--- src/rtl/score_record_if.sv ---
// score_record_if: round-result inputs and record outputs of the prime-game
// record keeper. The master drives the round result, the slave (score_record)
// returns the high score, the winner, the personal best and the event pulses.
interface score_record_if #(
  parameter int SCORE_W = 7
);
  logic               game_timeout;
  logic [SCORE_W-1:0] Current_Score;
  logic [2:0]         player_id;
  logic [SCORE_W-1:0] Highest_Score;
  logic [2:0]         Player_Won;
  logic [SCORE_W-1:0] Personel_Best;
  logic               new_record;
  logic               new_pb;
  logic               id_err;

  modport master (
    output game_timeout, Current_Score, player_id,
    input  Highest_Score, Player_Won, Personel_Best, new_record, new_pb, id_err
  );

  modport slave (
    input  game_timeout, Current_Score, player_id,
    output Highest_Score, Player_Won, Personel_Best, new_record, new_pb, id_err
  );
endinterface

--- src/rtl/score_record.sv ---
// score_record: commits one round result per rising edge of game_timeout into
// a per-player personal-best table and the all-time high score.
// Sequence IDLE (latch) -> CAPTURE (compare) -> CHECK (commit) -> WAIT.
// Optional feature macro RECORD_CLEAR_EN adds a synchronous clear_records input.
module score_record #(
  parameter int NUM_PLAYERS = 8,
  parameter int SCORE_W     = 7,
  parameter int MAX_SCORE   = 99
) (
  input  logic clk,
  input  logic reset,
`ifdef RECORD_CLEAR_EN
  input  logic clear_records,
`endif
  score_record_if.slave bus
);

  localparam logic [SCORE_W-1:0] MAX_S = SCORE_W'(MAX_SCORE);
  localparam logic [3:0]         NP    = 4'(NUM_PLAYERS);

  typedef enum logic [1:0] {IDLE, CAPTURE, CHECK, WAIT} state_t;

  state_t             state, state_next;
  logic               timeout_q;
  logic               rise;
  logic [SCORE_W-1:0] s_in;
  logic [SCORE_W-1:0] s_q;
  logic [2:0]         p_q;
  logic               p_ok;
  logic               rd_ok;
  logic               gt_pb, gt_hi;
  logic [SCORE_W-1:0] pb [NUM_PLAYERS];
  logic [SCORE_W-1:0] hi_score;
  logic [2:0]         won;
  logic [SCORE_W-1:0] pb_rd;
  logic               nr_pulse, npb_pulse, ie_pulse;
  logic               clr;

`ifdef RECORD_CLEAR_EN
  assign clr = clear_records;
`else
  assign clr = 1'b0;
`endif

  assign rise  = bus.game_timeout & ~timeout_q;
  assign s_in  = (bus.Current_Score > MAX_S) ? MAX_S : bus.Current_Score;
  assign p_ok  = ({1'b0, p_q} < NP);
  assign rd_ok = ({1'b0, bus.player_id} < NP);

  // Next-state logic; a clear forces WAIT so no half-finished commit survives
  always_comb begin
    state_next = state;
    case (state)
      IDLE:    if (rise) state_next = CAPTURE;
      CAPTURE: state_next = p_ok ? CHECK : WAIT;
      CHECK:   state_next = WAIT;
      WAIT:    if (!bus.game_timeout) state_next = IDLE;
      default: state_next = IDLE;
    endcase
    if (clr) state_next = WAIT;
  end

  // State register
  always_ff @(posedge clk or negedge reset) begin
    if (!reset) state <= IDLE;
    else        state <= state_next;
  end

  // Edge detector history for game_timeout
  always_ff @(posedge clk or negedge reset) begin
    if (!reset) timeout_q <= 1'b0;
    else        timeout_q <= bus.game_timeout;
  end

  // Round datapath: latch, compare, commit, and the registered pb read port
  always_ff @(posedge clk or negedge reset) begin
    if (!reset) begin
      for (int unsigned i = 0; i < NUM_PLAYERS; i++) pb[i] <= '0;
      s_q       <= '0;
      p_q       <= '0;
      gt_pb     <= 1'b0;
      gt_hi     <= 1'b0;
      hi_score  <= '0;
      won       <= '0;
      pb_rd     <= '0;
      nr_pulse  <= 1'b0;
      npb_pulse <= 1'b0;
      ie_pulse  <= 1'b0;
    end else begin
      nr_pulse  <= 1'b0;
      npb_pulse <= 1'b0;
      ie_pulse  <= 1'b0;
      if (clr) begin
        for (int unsigned i = 0; i < NUM_PLAYERS; i++) pb[i] <= '0;
        hi_score <= '0;
        won      <= '0;
        pb_rd    <= '0;
      end else begin
        pb_rd <= rd_ok ? pb[bus.player_id] : '0;
        case (state)
          IDLE: begin
            if (rise) begin
              s_q <= s_in;
              p_q <= bus.player_id;
            end
          end
          CAPTURE: begin
            if (!p_ok) begin
              ie_pulse <= 1'b1;
            end else begin
              gt_pb <= (s_q > pb[p_q]);
              gt_hi <= (s_q > hi_score);
            end
          end
          CHECK: begin
            if (gt_pb) begin
              pb[p_q]   <= s_q;
              npb_pulse <= 1'b1;
            end
            if (gt_hi) begin
              hi_score <= s_q;
              won      <= p_q;
              nr_pulse <= 1'b1;
            end
          end
          default: ;
        endcase
      end
    end
  end

  assign bus.Highest_Score = hi_score;
  assign bus.Player_Won    = won;
  assign bus.Personel_Best = pb_rd;
  assign bus.new_record    = nr_pulse;
  assign bus.new_pb        = npb_pulse;
  assign bus.id_err        = ie_pulse;

endmodule
--- src/flat_wrapper.sv ---
// flat-port wrapper written by rule: the top's interface ports become plain ports
module score_record_flat 
#(
  parameter int NUM_PLAYERS = 8,
  parameter int SCORE_W     = 7,
  parameter int MAX_SCORE   = 99
)
  (clk, reset, bus_game_timeout, bus_Current_Score, bus_player_id, bus_Highest_Score, bus_Player_Won, bus_Personel_Best, bus_new_record, bus_new_pb, bus_id_err);
  score_record_if #(.SCORE_W(SCORE_W)) bus_i ();
  input  logic clk;
  input  logic reset;
  input wire logic [$bits(bus_i.game_timeout)-1:0] bus_game_timeout;
  input wire logic [$bits(bus_i.Current_Score)-1:0] bus_Current_Score;
  input wire logic [$bits(bus_i.player_id)-1:0] bus_player_id;
  output wire logic [$bits(bus_i.Highest_Score)-1:0] bus_Highest_Score;
  output wire logic [$bits(bus_i.Player_Won)-1:0] bus_Player_Won;
  output wire logic [$bits(bus_i.Personel_Best)-1:0] bus_Personel_Best;
  output wire logic [$bits(bus_i.new_record)-1:0] bus_new_record;
  output wire logic [$bits(bus_i.new_pb)-1:0] bus_new_pb;
  output wire logic [$bits(bus_i.id_err)-1:0] bus_id_err;
  assign bus_i.game_timeout = bus_game_timeout;
  assign bus_i.Current_Score = bus_Current_Score;
  assign bus_i.player_id = bus_player_id;
  assign bus_Highest_Score = bus_i.Highest_Score;
  assign bus_Player_Won = bus_i.Player_Won;
  assign bus_Personel_Best = bus_i.Personel_Best;
  assign bus_new_record = bus_i.new_record;
  assign bus_new_pb = bus_i.new_pb;
  assign bus_id_err = bus_i.id_err;
  score_record #(.NUM_PLAYERS(NUM_PLAYERS), .SCORE_W(SCORE_W), .MAX_SCORE(MAX_SCORE)) u_core (.clk(clk), .reset(reset), .bus(bus_i));
endmodule
--- config.mk ---
export PLATFORM = sky130hd
export DESIGN_NAME = score_record_flat
export DESIGN_NICKNAME = d
export VERILOG_FILES = /design/src/rtl/score_record_if.sv /design/src/rtl/score_record.sv /design/src/flat_wrapper.sv
export SDC_FILE = /design/constraint.sdc
export NUM_CORES = 1
export LEC_CHECK = 0
export ABC_AREA = 0
export CELL_PAD_IN_SITES_DETAIL_PLACEMENT = 0
export CELL_PAD_IN_SITES_GLOBAL_PLACEMENT = 1
export CORE_MARGIN = 2
export CORE_UTILIZATION = 45
export CTS_BUF_LIST = sky130_fd_sc_hd__clkbuf_2 sky130_fd_sc_hd__clkbuf_4 sky130_fd_sc_hd__clkbuf_8
export CTS_CLUSTER_SIZE = 20
export DETAILED_ROUTE_END_ITERATION = 7
export PLACE_DENSITY_LB_ADDON = 0.1
export SLEW_MARGIN = 15
export SYNTH_ARGS = -nofsm -noshare
export SYNTH_HDL_FRONTEND = slang
export SYNTH_SLANG_ARGS = --single-unit
--- constraint.sdc ---
create_clock -name clk -period 2.73 [get_ports clk]
set_input_delay 0.819 -clock clk [delete_from_list [all_inputs] [get_ports clk]]
set_output_delay 0.819 -clock clk [all_outputs]
set_load 0.02 [all_outputs]
* Word level (Yosys, flattened, before mapping)
Cells that the tools add are included.
** Storage, ports and cells
- Bits in registers :: 90
- Output and inout bits :: 20
- Input port bits :: 13
** Cells by class
- Equality and inequality tests :: 5
- Bitwise gates (word level) :: 4
- Reductions and logical operators :: 6
- Multiplexer cells :: 17
- Order comparisons :: 6
** Operator list (count)
- 56-bit bitwise mux :: 1
- 7-bit binary-select mux with 3-bit select :: 2
- 7-bit two-way mux :: 6
- 7-bit demux with 3-bit select :: 1
- 7-bit > comparator :: 2
- 4-bit greater-or-equal comparator (second input constant) :: 2
- 3-bit NOT with 4-bit output :: 2
- 2-bit one-hot mux with 4 select lines :: 1
- 2-bit AND reduction :: 4
- 7-bit > comparator (second input constant) :: 1
- 2-bit equality test (second input constant) :: 2
- 4-bit by 1-bit < comparator with 1-bit output (second input constant) :: 1
- 1-bit two-way mux :: 4
- 2-bit two-way mux :: 2
- 2-bit by 1-bit equality test with 1-bit output (second input constant) :: 1
- 2-bit logical NOT :: 1
- 2-bit by 1-bit inequality test with 1-bit output (second input constant) :: 1
- 2-bit inequality test (second input constant) :: 1
- 1-bit bitwise AND :: 1
- 1-bit logical AND :: 1
- 1-bit NOT :: 1

* Longest topological paths before layout
Gate-level depths: netlist (run 1).
- Word-level depth :: 6
- Gate-level depth with buffers :: 9

* Worst setup path after synthesis (run 1)
No wires, ideal clock.
- Path kind :: register to register
- From :: register u_core.p_q[2]
- To :: register u_core.gt_pb
- Setup slack :: 0.543 ns
- Data required time :: 2.600 ns
- Setup time :: 0.130 ns
- Data arrival time :: 2.056 ns
- Stages on the path, launching flop included :: 9
- Cells stage by stage :: dfrtp_1 -> buf_4 -> buf_2 -> mux4_2 -> mux2i_1 -> ha_1 -> a211o_1 -> a211oi_1 -> a211oi_1
** Between the ends
- Word-level cells in the longest chain between the ends :: 5
** Ends and longest elaborated chain
- from (decl) :: line score_record.sv:28 : logic [2:0] p_q;
- from (signal assigned) :: line score_record.sv:104 : p_q <= bus.player_id;
- 3-bit NOT with 4-bit output (implied by the code) :: line score_record.sv:111 : gt_pb <= (s_q > pb[p_q]);
- 7-bit binary-select mux with 3-bit select :: line score_record.sv:111
- 7-bit two-way mux (implied by the code) (2 in a row) :: line score_record.sv:111
- 7-bit > comparator :: line score_record.sv:111
- to (signal assigned) :: line score_record.sv:111
- to (decl) :: line score_record.sv:31 : logic gt_pb, gt_hi;
Every way passes these cells. The select of a mux whose other input is x is not followed.
A chain may end at the register's enable or synchronous reset.

* Worst setup path in the final report (run 1)
- From :: register u_core.p_q[1]
- To :: register u_core.gt_pb
Same word-level chain as after synthesis.

==> results.yml, run 1 <==
critical_path:
  crit_path_end_kind: "flop"
  max_stage_delay_ns: 0.64
  cp.arrival_ns: 2.67
  critPathMaxFanout: 10
  required_ns: 2.99
  crit_chain: "mux4_2, mux2i_1, ha_1, a211o_1, a211oi_1, a211oi_1"
  r2r_start: "u_core.p_q[1]$_DFFE_PN0P_"
  crit_path_frequent_cell: "a211oi_1"
  crit_type: "flop to flop"
  cp-start-kind: "flop"
  rrSetupSlack_ns: 0.32
  crit_buf_inv: 0
  crit_slowest_cell: "dfrtp_1"
  crit_start: "u_core.p_q[1]$_DFFE_PN0P_"
  crit_family: "multiplexers"
floorplan:
  fp.dieArea_mm2: 0.0113
  die_h_um: 106
  rows: 37
  core_area_mm2: 0.0102
  start_util_pct: 45.8
  ios: 33
  fp.dieW_um: 106
clock_tree:
  cts_buffer_depth: 2
  cts_resized: 0
  post-cts-setup-buffer-count: 0
  cts_tree: "done"
  htreeDepth: 3
  clock_sinks: 90
  root_buffer: "clkbuf_8"
  clk_pin_slew_worst_paths_ns: 0.10
  postCtsHoldBufs: 0
  clkLatencyLatePin_ns: 0.37
  numCtsBuffers: 9
outcome:
  outcome: "completed"
synth:
  yosysUniqueCellTypes: 52
  synth_nets: 394
  yosys_warnings: 0
  ys_seq_area_share_pct: 48.0
  synth_area_mm2: 0.00469
  synth-async-reset-ratio_pct: 100
  synth-main-ff-cell: "dfrtp_1"
  syn-mean-instance-area_um2: 12.9
  netlist_instances: 363
  synth_edf_count: 0
  synth-seq-cells: 90
pwr:
  power.leakage_nw: 2.40
  ir_drop_uv: 455
  powerDensity_mw_per_mm2: 1160
global_route:
  overflow: 0
  track_usage_pct: 21.0
  grt_max_degree: 60
  antenna_found_initial: 0
  grt_pass1_vias: 3059
  grt_pass1_wl_um: 17600
timing:
  worstMarginPinSlew_ns: 0.672
  rsz0062_at_grt: "no"
  period_needed_ns: 2.41
  hold_viol: 0
  relSlewSlack_pct: 55.2
  fin_crit_sh_pct: 88.2
  setup_violations: 0
  slew_viol_final: 0
  skew_ns: 0.0143
  fmax_mhz: 415
  fin_hold_ws_ns: 0.374
  finalSetupTns_ns: 0
  worst_slack_ns: 0.321
finish:
  areaGrowthSynthToFinish_pct: 14.7
  drive_gt1_share_pct: 32.0
  fin_cells: 539
  layout_commonest_cell: "dfrtp_1"
  n_antenna_cell: 0
  nets: 429
  utilization_pct: 52.6
  layout_common_cells: "dfrtp_1 (90), mux2_2 (58), clkdlybuf4s50_1 (30), nand2_1 (24)"
placed_design:
  gp_congestion: 0.839
  dp_hpwl_um: 7770
  io_buffer_count: 31
  dpl_worst_slack_ns: 0.298
  dp.cells: 523
route:
  vias: 3063
  viasPerCell: 5.68
  avgRoutedWirePerCell_um: 20.4
  firstDrtPassIters: 4
  wl_um: 11000
  drtIter0Drc: 110
  ant_nets: 0
  post-route-drc-count: 0
hold_path:
  worstHoldPathType: "input pin to asynchronous set/reset pin"
flow_run:
  cap_violations: 0
layout make-up:
cell class | instances | area, um^2
Fill cell | 892 | 4850
Sequential cell | 90 | 2250
Multi-Input combinational cell | 236 | 2250
Timing Repair Buffer | 46 | 445
Tap cell | 136 | 170
Clock buffer | 10 | 138
Clock inverter | 6 | 65.1
Inverter | 15 | 56.3
layer usage:
layer | routed length (um) | vias to the layer above | track usage (%)
li1 | - | 1405 | -
met1 | 5430 | 1585 | 30.5
met2 | 5030 | 56 | 31.7
met3 | 339 | 17 | 3.43
met4 | 208 | 0 | 8.36
met5 | 0 | - | 0
state kept, by name (all words and copies together), names as in the netlist:
name,cells
u_core.bus.Highest_Score,7
u_core.bus.Personel_Best,7
u_core.bus.Player_Won,3
u_core.bus.new_pb,1
u_core.bus.new_record,1
u_core.gt_hi,1
u_core.gt_pb,1
u_core.p_q,3
u_core.pb,56
u_core.s_q,7
u_core.state,2
u_core.timeout_q,1
stage by stage:
step | instance area (um^2) | total power (W)
floorplan | 4690 | 0.00436
global placement | 5180 | 0.00527
detailed placement | 5180 | 0.00532
CTS | 5380 | 0.00628
global route | 5380 | 0.00667
finish | 5380 | 0.00624
synthesized netlist by cell type (3+ instances only):
library cell | n | share of area [%]
nor2_2 | 6 | 0.80
buf_4 | 5 | 0.80
buf_2 | 4 | 0.43
a221oi_1 | 3 | 0.56
nor3_1 | 5 | 0.53
o21ai_0 | 15 | 1.6
a211oi_1 | 7 | 1.1
nand3_1 | 13 | 1.4
nand3b_1 | 5 | 0.80
mux2i_1 | 11 | 2.3
mux2_4 | 7 | 2.2
mux2_2 | 58 | 14
inv_1 | 14 | 1.1
dfrtp_1 | 90 | 48
nand2b_1 | 3 | 0.40
ha_1 | 18 | 4.8
clkbuf_1 | 3 | 0.24
mux4_2 | 18 | 8.6
clkbuf_2 | 6 | 0.64
nand2_1 | 24 | 1.9
nor2_1 | 3 | 0.24
a21oi_1 | 6 | 0.64
path summary, 6_finish.rpt:
check	end	cells after the start
max	u_core.gt_pb$_DFFE_PN0N_	6
min	u_core.pb[22]$_DFFE_PN0P_	1
max reg2reg	u_core.gt_pb$_DFFE_PN0N_	6
min reg2reg	u_core.bus.Player_Won[0]$_DFFE_PN0P_	2
max in group asynchronous	u_core.pb[53]$_DFFE_PN0P_	2
min in group clk	u_core.bus.Player_Won[0]$_DFFE_PN0P_	2
logic make-up (layout without fill, tap and decap cells):
| family | after synthesis | after routing | synth area share [%] |
|---|---|---|---|
| compound gates | 50 | 50 | 7.31 |
| fa+ha+maj | 18 | 18 | 4.80 |
| buf+inv | 37 | 77 | 3.95 |
| flops | 90 | 90 | 48.0 |
| mux | 94 | 94 | 27.2 |
| other cells | 1 | 1 | 0.0800 |
| simple gates | 73 | 73 | 8.67 |
power breakdown:
group / leakage (nW) / internal [W] / switching (W)
Combinational: 1.15 / 0.00148 / 0.00127
Sequential: 1.15 / 0.00190 / 0.000642
Clock: 0.103 / 0.000450 / 0.000495
Total: 2.40 / 0.00383 / 0.00241
(Power assumes the default switching activity.)
==> run 2: changes to the inputs <==
--- a/config.mk
+++ b/config.mk
@@ -11,10 +11,9 @@
 export CORE_MARGIN = 2
 export CORE_UTILIZATION = 45
 export CTS_BUF_LIST = sky130_fd_sc_hd__clkbuf_2 sky130_fd_sc_hd__clkbuf_4 sky130_fd_sc_hd__clkbuf_8
-export CTS_CLUSTER_SIZE = 20
 export DETAILED_ROUTE_END_ITERATION = 7
 export PLACE_DENSITY_LB_ADDON = 0.1
-export SLEW_MARGIN = 15
+export SLEW_MARGIN = 20
 export SYNTH_ARGS = -nofsm -noshare
 export SYNTH_HDL_FRONTEND = slang
 export SYNTH_SLANG_ARGS = --single-unit
==> results of run 2 <==
No change in the layout: final DEF, timing and power equal those of run 1.
==> run 3: changes to the inputs <==
--- a/config.mk
+++ b/config.mk
@@ -13,7 +13,8 @@
 export CTS_BUF_LIST = sky130_fd_sc_hd__clkbuf_2 sky130_fd_sc_hd__clkbuf_4 sky130_fd_sc_hd__clkbuf_8
 export DETAILED_ROUTE_END_ITERATION = 7
 export PLACE_DENSITY_LB_ADDON = 0.1
-export SLEW_MARGIN = 20
+export REMOVE_ABC_BUFFERS = 1
+export SLEW_MARGIN = 10
 export SYNTH_ARGS = -nofsm -noshare
 export SYNTH_HDL_FRONTEND = slang
 export SYNTH_SLANG_ARGS = --single-unit
==> results.yml, run 3 (synthesized netlist as in run 1, its figures left out) <==
outcome:
  outcome: "completed"
timing:
  rsz0062_at_grt: "no"
  skew_ns: 0.0113
  slew_viol_final: 0
  worstMarginPinSlew_ns: 0.663
  finalSetupTns_ns: 0
  period_needed_ns: 2.38
  relSlewSlack_pct: 55.8
  fmax_mhz: 421
  setup_violations: 0
  fin_crit_sh_pct: 87.1
  hold_viol: 0
finish:
  top_register: "u_core.pb"
  multiInputGateArea_mm2: 0.00225
  fillers: 903
  largest_reg_flops: 56
  layout_common_cells: "dfrtp_1 (90), mux2_2 (58), clkdlybuf4s50_1 (30), nand2_1 (24)"
  nets: 426
  seqCellArea_mm2: 0.00225
  stdcell_area_mm2: 0.00535
  n_antenna_cell: 0
  layout_commonest_cell: "dfrtp_1"
  areaGrowthSynthToFinish_pct: 14.0
  drive_gt1_share_pct: 31.3
floorplan:
  fp.dieArea_mm2: 0.0113
  start_util_pct: 45.8
  core_area_mm2: 0.0102
  rows: 37
  die_h_um: 106
  ios: 33
  fp.dieW_um: 106
pwr:
  pwr-share-clk_pct: 15.1
  ir_drop_uv: 639
  powerDensity_mw_per_mm2: 1150
  power.leakage_nw: 2.38
  power_frac_comb_pct: 44.4
  intPower_w: 0.00382
  switching_share_pct: 38.2
  p_switching_w: 0.00236
  seqPwrFrac_pct: 40.5
placed_design:
  dp_hpwl_um: 7250
  gp_congestion: 0.780
  post_dp_cell_area_mm2: 0.00515
  io_buffer_count: 31
global_route:
  grt_max_degree: 91
  grt_pass1_vias: 2995
  antenna_found_initial: 0
  overflow: 0
  grt_pass1_wl_um: 17400
  track_usage_pct: 21.1
route:
  avgRoutedWirePerCell_um: 20.2
  post-route-drc-count: 0
  viasPerCell: 5.65
  firstDrtPassIters: 4
  wl_um: 10800
  ant_nets: 0
  drtIter0Drc: 115
  vias: 3024
clock_tree:
  clkLatencyLatePin_ns: 0.38
  clk_pin_slew_worst_paths_ns: 0.09
  numCtsBuffers: 9
  postCtsHoldBufs: 0
  cts_buffer_depth: 2
  cts_resized: 0
  post-cts-setup-buffer-count: 0
  htreeDepth: 3
  clock_sinks: 90
  root_buffer: "clkbuf_8"
  cts_tree: "done"
critical_path:
  crit_buf_inv: 2
  rrSetupSlack_ns: 0.35
  cp.arrival_ns: 2.67
  r2r_start: "u_core.p_q[0]$_DFFE_PN0P_"
  crit_family: "compound AO/OA/AOI/OAI gates"
  r2r-end: "u_core.gt_pb$_DFFE_PN0N_"
  crit_slowest_cell: "a31o_2"
  crit_path_end_kind: "flop"
  r2r_cells: 8
  max_stage_delay_ns: 0.36
  critPathMaxFanout: 12
  cp-start-kind: "flop"
  crit_chain: "buf_4, clkinv_1, a31o_2, a221oi_1, ha_1, nand4_1, nor3_1, a211oi_1"
  crit_type: "flop to flop"
  required_ns: 3.02
hold_path:
  worstHoldPathType: "input pin to asynchronous set/reset pin"
flow_run:
  cap_violations: 0
-- run 3: cell types whose count changed in the layout (fill, tap and decap cells not counted), sizes merged --
cell      before  now
buf           16   13
clkbuf        10   12
clkinv         4    3
clkinvlp       1    0
inv           15   14
-- run 3: how the worst max path moves through the flow --
stage / start / endpoint / slack [ns] / cells after the start
CTS: u_core.p_q[0]$_DFFE_PN0P_ / u_core.gt_pb$_DFFE_PN0N_ / 0.36 / 8
floorplan: u_core.p_q[2]$_DFFE_PN0P_ / u_core.gt_pb$_DFFE_PN0N_ / 0.29 / 7
global route: u_core.p_q[1]$_DFFE_PN0P_ / u_core.gt_pb$_DFFE_PN0N_ / 0.22 / 8
global placement: bus_player_id[0] / u_core.bus.Personel_Best[4]$_DFF_PN0_ / 0.31 / 4
detailed placement: bus_player_id[0] / u_core.bus.Personel_Best[2]$_DFF_PN0_ / 0.29 / 4
finish: u_core.p_q[0]$_DFFE_PN0P_ / u_core.gt_pb$_DFFE_PN0N_ / 0.35 / 8
-- run 3: layer usage --
metal  share of wire [%]  global-route usage, %
met3                 3.1                   3.37
met1                  47                   29.3
met2                  48                   32.8
met5                   0                      0
met4                 2.0                   9.40
-- run 3: final cells by class --
type | count | share of cell area, %
sequential | 90 | 42.1
multi-input combinational | 236 | 42.1
timing repair buffer | 43 | 7.91
tap | 136 | 3.18
clock buffer | 12 | 2.86
inverter | 15 | 1.05
clock inverter | 3 | 0.749
-- run 3: worst reg2reg max path: cells and delay by family, from the launching register on --
| family | cells | cell delay (ns) |
|---|---|---|
| AOI/OAI and AO/OA | 3 | 0.92 |
| adders and majority gates | 1 | 0.30 |
| buffers and inverters | 2 | 0.55 |
| DFF | 1 | 0.35 |
| and+or+nand+nor | 2 | 0.18 |
-- run 3: stage by stage --
step           worst slack [ns]  hold slack, ns  cells  total power (W)  util (%)
3_3_place_gp              0.312           0.463    520          0.00521      50.4
3_5_place_dp              0.287           0.476    520          0.00528      50.4
4_1_cts                   0.356           0.495    535          0.00621      52.3
6_report                  0.353           0.454    535          0.00617      52.3
2_1_floorplan             0.291           0.490    341          0.00424         -
5_1_grt                   0.224           0.512    535          0.00662      52.3
-- run 3: power groups by stage --
stage / registers [W] / logic (W) / clock network, W
final: 0.00250 / 0.00274 / 0.000932
after global routing: 0.00259 / 0.00301 / 0.00101
after CTS: 0.00249 / 0.00277 / 0.000953
after detailed placement: 0.00252 / 0.00276 / 0
after global placement: 0.00252 / 0.00270 / 0
after floorplan: 0.00253 / 0.00171 / 0
